`src/rtl/mario_sprite_ctrl.sv`:
```
// Big-Mario sprite sequencer: vsync-rate animation frame select plus a
// registered per-pixel ROM address with horizontal mirroring.
module mario_sprite_ctrl #(
    parameter int unsigned SPR_W           = 21,
    parameter int unsigned SPR_H           = 41,
    parameter int unsigned FRAMES_PER_STEP = 4
) (
    input  logic       Clk,
    input  logic       Reset_n,
    input  logic       frame_tick,
    input  logic [9:0] DrawX,
    input  logic [9:0] DrawY,
    input  logic [9:0] MarioX,
    input  logic [9:0] MarioY,
    input  logic       moving,
    input  logic       airborne,
    input  logic       facing_left,
    output logic [9:0] rom_addr,
    output logic [2:0] frame_sel,
    output logic       in_sprite,
    output logic       mirror
);

    localparam int unsigned CNT_W = (FRAMES_PER_STEP > 1) ? $clog2(FRAMES_PER_STEP) : 1;
    localparam logic [CNT_W-1:0] CNT_LAST = CNT_W'(FRAMES_PER_STEP - 1);

    typedef enum logic [2:0] {
        ST_STAND = 3'd0,
        ST_WALK1 = 3'd1,
        ST_WALK2 = 3'd2,
        ST_WALK3 = 3'd3,
        ST_JUMP  = 3'd4
    } state_t;

    state_t           state;
    logic [CNT_W-1:0] step_cnt;

    logic signed [10:0] dx_c;
    logic signed [10:0] dy_c;
    logic               hit_c;
    logic [9:0]         col_c;
    logic [9:0]         addr_c;

    // Animation state machine, advanced only on vsync ticks
    always_ff @(posedge Clk) begin
        if (!Reset_n) begin
            state    <= ST_STAND;
            step_cnt <= '0;
            mirror   <= 1'b0;
        end else if (frame_tick) begin
            mirror <= facing_left;
            if (airborne) begin
                state    <= ST_JUMP;
                step_cnt <= '0;
            end else if (!moving) begin
                state    <= ST_STAND;
                step_cnt <= '0;
            end else begin
                case (state)
                    ST_WALK1, ST_WALK2, ST_WALK3: begin
                        if (step_cnt == CNT_LAST) begin
                            step_cnt <= '0;
                            case (state)
                                ST_WALK1: state <= ST_WALK2;
                                ST_WALK2: state <= ST_WALK3;
                                default:  state <= ST_WALK1;
                            endcase
                        end else begin
                            step_cnt <= step_cnt + CNT_W'(1);
                        end
                    end
                    default: begin
                        state    <= ST_WALK1;
                        step_cnt <= '0;
                    end
                endcase
            end
        end
    end

    assign frame_sel = state;

    // Signed offsets keep pixels left of / above the sprite out of the box
    always_comb begin
        dx_c   = $signed({1'b0, DrawX}) - $signed({1'b0, MarioX});
        dy_c   = $signed({1'b0, DrawY}) - $signed({1'b0, MarioY});
        hit_c  = !dx_c[10] && (dx_c[9:0] < 10'(SPR_W)) &&
                 !dy_c[10] && (dy_c[9:0] < 10'(SPR_H));
        col_c  = mirror ? (10'(SPR_W - 1) - dx_c[9:0]) : dx_c[9:0];
        addr_c = 10'(dy_c[9:0] * 10'(SPR_W)) + col_c;
    end

    always_ff @(posedge Clk) begin
        if (!Reset_n) begin
            rom_addr  <= '0;
            in_sprite <= 1'b0;
        end else begin
            rom_addr  <= hit_c ? addr_c : 10'd0;
            in_sprite <= hit_c;
        end
    end

endmodule

```
`config.mk`:
```
export PLATFORM = sky130hd
export DESIGN_NAME = mario_sprite_ctrl
export DESIGN_NICKNAME = d
export VERILOG_FILES = /design/src/rtl/mario_sprite_ctrl.sv
export SDC_FILE = /design/constraint.sdc
export NUM_CORES = 1
export LEC_CHECK = 0
export CAP_MARGIN = 20
export CORE_MARGIN = 2
export CORE_UTILIZATION = 65
export CTS_CLUSTER_SIZE = 25
export DETAILED_ROUTE_END_ITERATION = 10
export DONT_BUFFER_PORTS = 1
export PLACE_DENSITY = 0.81
export SYNTH_ARGS = -nofsm -noshare
export SYNTH_HDL_FRONTEND = slang
export SYNTH_SLANG_ARGS = --single-unit
```
`constraint.sdc`:
```
create_clock -name Clk -period 6.3 [get_ports Clk]
set_input_delay 0.63 -clock Clk [delete_from_list [all_inputs] [get_ports Clk]]
set_output_delay 0.63 -clock Clk [all_outputs]
set_load 0.02 [all_outputs]
```
==> impl_metrics.ini <==
[worst_setup_path]
path_buf_inv = 1
worst_ep_arrival_time_ns = 5.33
cp_cell_sequence = inv_1 -> ha_1 -> fa_1 -> nor2b_1 -> o21a_1 -> nor2_1 -> xnor2_1 -> a21boi_0 -> nand2_1 -> xnor2_1 -> ha_1 -> fa_1 -> fa_1 -> ha_1 -> nand2_1 -> o21ai_0 -> o41ai_1 -> xnor2_1 -> xnor3_1 -> and2_1
max_stage_delay_ns = 0.49
crit_family = adder cells
cp_max_fo = 3
worstSetupStartpointType = input pin
cp.required_ns = 6.44
slowest_stage = fa_1
critPathKind = in2reg
cp-end-kind = flop

[global_route]
grt_use_met2 = 0.378
grt_pass1_wl_um = 7770
busiest_layer = met2
grt_max_degree = 13
use_met1 = 0.291
met3_usage = 0.0253
grt_pass1_vias = 1916
gr-total-overflow = 0
antenna_found_initial = 0
grt_usage = 0.218

[drt]
postRouteWirelength_um = 4430
viasPerCell = 5.62
via_count = 1971
initialDrtViolationCount = 48
final_antenna_net_count = 0
drc = 0
wl_per_cell_um = 12.6
dr.pass1.iters = 4

[sta]
fin_crit_ns = 5.19
finalSetupViolCount = 0
slew_headroom = 0.502
hold_viol = 0
grt_setup_unrepaired = no
worst_slew_pin_slew_ns = 0.741
finalSetupTns_ns = 0
report.final.slew_viol_count = 0
min_period_over_period = 0.824
clock_skew_ns = 0.00126
max_freq_mhz = 193
holdWs_ns = 0.517
setup_slack_ns = 1.11

[yosys]
syn_avg_cell_area_sq_um = 8.42
synthArstFlopShare = 0
syn_area_sq_um = 2540
synth_edf_count = 0
yosys_register_bits = 17
yosysSeqAreaShare = 0.134
ys_types = 47
yosysWarnings = 0
syn_nets = 409
ys.flop_type = dfxtp_1
syn_inst = 302

[layout]
final_cells = 351
nets = 411
design_area_sq_um = 2630
final_layout_size_suffix_gt1_frac = 0.0264
n_antenna_cell = 0
area_growth_pct = 3.54

[clock_network]
clkTransAtPathRegs_ns = 0.06
cts_resized = 0
cts_buffers = 3
postCtsSetupBuffers = 0
postCtsHoldBufs = 0
cts_num_sinks = 17
clock_path_buffers = 2
htree_levels = 1
cts_tree = built
clk_latency_ns = 0.24
root_buffer = clkbuf_8

[min_path]
min_path_type = in2reg

[status]
status = finished clean

[placement]
dpl_cell_area_sq_um = 2590
placed_cells = 347
hpwl_um = 3920
io_buffers = 0
globalplace.congestion = 0.859
dp_slack_ns = 0.853

[floorplanning]
die_w_um = 66.6
pin_count = 61
die_h_um = 66.6
dieArea_sq_um = 4430
core_area_sq_um = 3720
rows = 22
initial_core_util = 0.685

[power_and_ir_drop]
p_leak_nw = 1.32
ir_worst_vdd_mv = 0.258
powerDensity_nw_per_um2 = 397

[run]
max_cap_viol_count = 0
[metrics by stage]
stage	utilization	total power (W)
after floorplan	-	0.000835
after global routing	0.709	0.00118
after detailed placement	0.697	0.000965
final	0.709	0.00104
after global placement	0.697	0.000930
after CTS	0.709	0.00106
[state kept, by name (all words and copies together) (netlist names)]
register,flops
rom_addr,10
frame_sel,3
step_cnt,2
in_sprite,1
mirror,1
[report_power, final]
part,switching (W),internal [W]
clock,0.0000324,0.0000447
sequential,0.00000355,0.000109
combinational,0.000421,0.000434
[kinds of logic after synthesis]
family / after synthesis / share of synthesized area
xor+xnor: 29 / 0.105
simple gates: 71 / 0.152
mux: 4 / 0.0157
buf+inv: 54 / 0.0812
compound gates: 66 / 0.173
fa+ha+maj: 61 / 0.338
flops: 17 / 0.134
[synthesized netlist by cell type, types with 2 or more instances]
cell type | instances | area (sq um)
nand3_1 | 2 | 10.0
nand2b_1 | 6 | 37.5
fa_1 | 13 | 260
a211oi_1 | 2 | 15.0
nor3_1 | 5 | 25.0
o211ai_1 | 2 | 15.0
a21boi_0 | 3 | 22.5
inv_1 | 51 | 191
o41ai_1 | 3 | 26.3
nand2_1 | 11 | 41.3
xnor2_1 | 18 | 158
o21bai_1 | 4 | 30.0
o22ai_1 | 2 | 12.5
a21o_1 | 6 | 45.0
o31ai_1 | 2 | 15.0
and2_1 | 12 | 75.1
o21a_1 | 6 | 45.0
and3_1 | 2 | 12.5
nor2_1 | 15 | 56.3
a21oi_1 | 12 | 60.1
mux2i_1 | 4 | 40.0
or3_1 | 3 | 18.8
ha_1 | 48 | 601
dfxtp_1 | 17 | 340
clkbuf_1 | 2 | 7.51
xor2_1 | 10 | 87.6
nor2b_1 | 6 | 37.5
o21ai_0 | 15 | 75.1
a31oi_1 | 2 | 12.5
[worst paths after layout]
kind	startpoint	to	slack (ns)	cells past startpoint
max	DrawX[0]	rom_addr[9]$_SDFF_PN0_	1.11	20
min	Reset_n	step_cnt[1]$_SDFFE_PN0P_	0.52	1
max reg2reg	mirror$_SDFFE_PN0P_	rom_addr[9]$_SDFF_PN0_	2.15	15
min reg2reg	step_cnt[0]$_SDFFE_PN0P_	step_cnt[0]$_SDFFE_PN0P_	0.62	2
[cell type report]
| class | instances | area, sq um |
|---|---|---|
| clock buffers | 4 | 45.0 |
| fillers | 313 | 1080 |
| inverters | 51 | 191 |
| multi-input cells | 231 | 2000 |
| flip-flops and latches | 17 | 340 |
| well taps | 48 | 60.1 |
[layout by cell type (no fill, tap or decap), types with 2 or more instances in the layout]
cell type   n
a21o_1      6
o21a_1      6
o21ai_0    15
a31oi_1     2
and2_1     12
dfxtp_1    17
o31ai_1     2
ha_1       48
or3_1       3
nand3_1     2
o22ai_1     2
mux2i_1     4
fa_1       13
a211oi_1    2
nor3_1      5
nand2b_1    6
xor2_1     10
o211ai_1    2
xnor2_1    18
nor2b_1     6
nand2_1    11
nor2_1     15
o41ai_1     3
inv_1      51
o21bai_1    4
clkbuf_8    3
and3_1      2
a21oi_1    12
a21boi_0    3
[routing by layer]
metal / up-vias / wire [um]
li1: 1031 / -
met1: 887 / 2100
met2: 51 / 2090
met3: 2 / 225
met4: 0 / 19
met5: - / 0
Power figures use the tool's default switching activity.
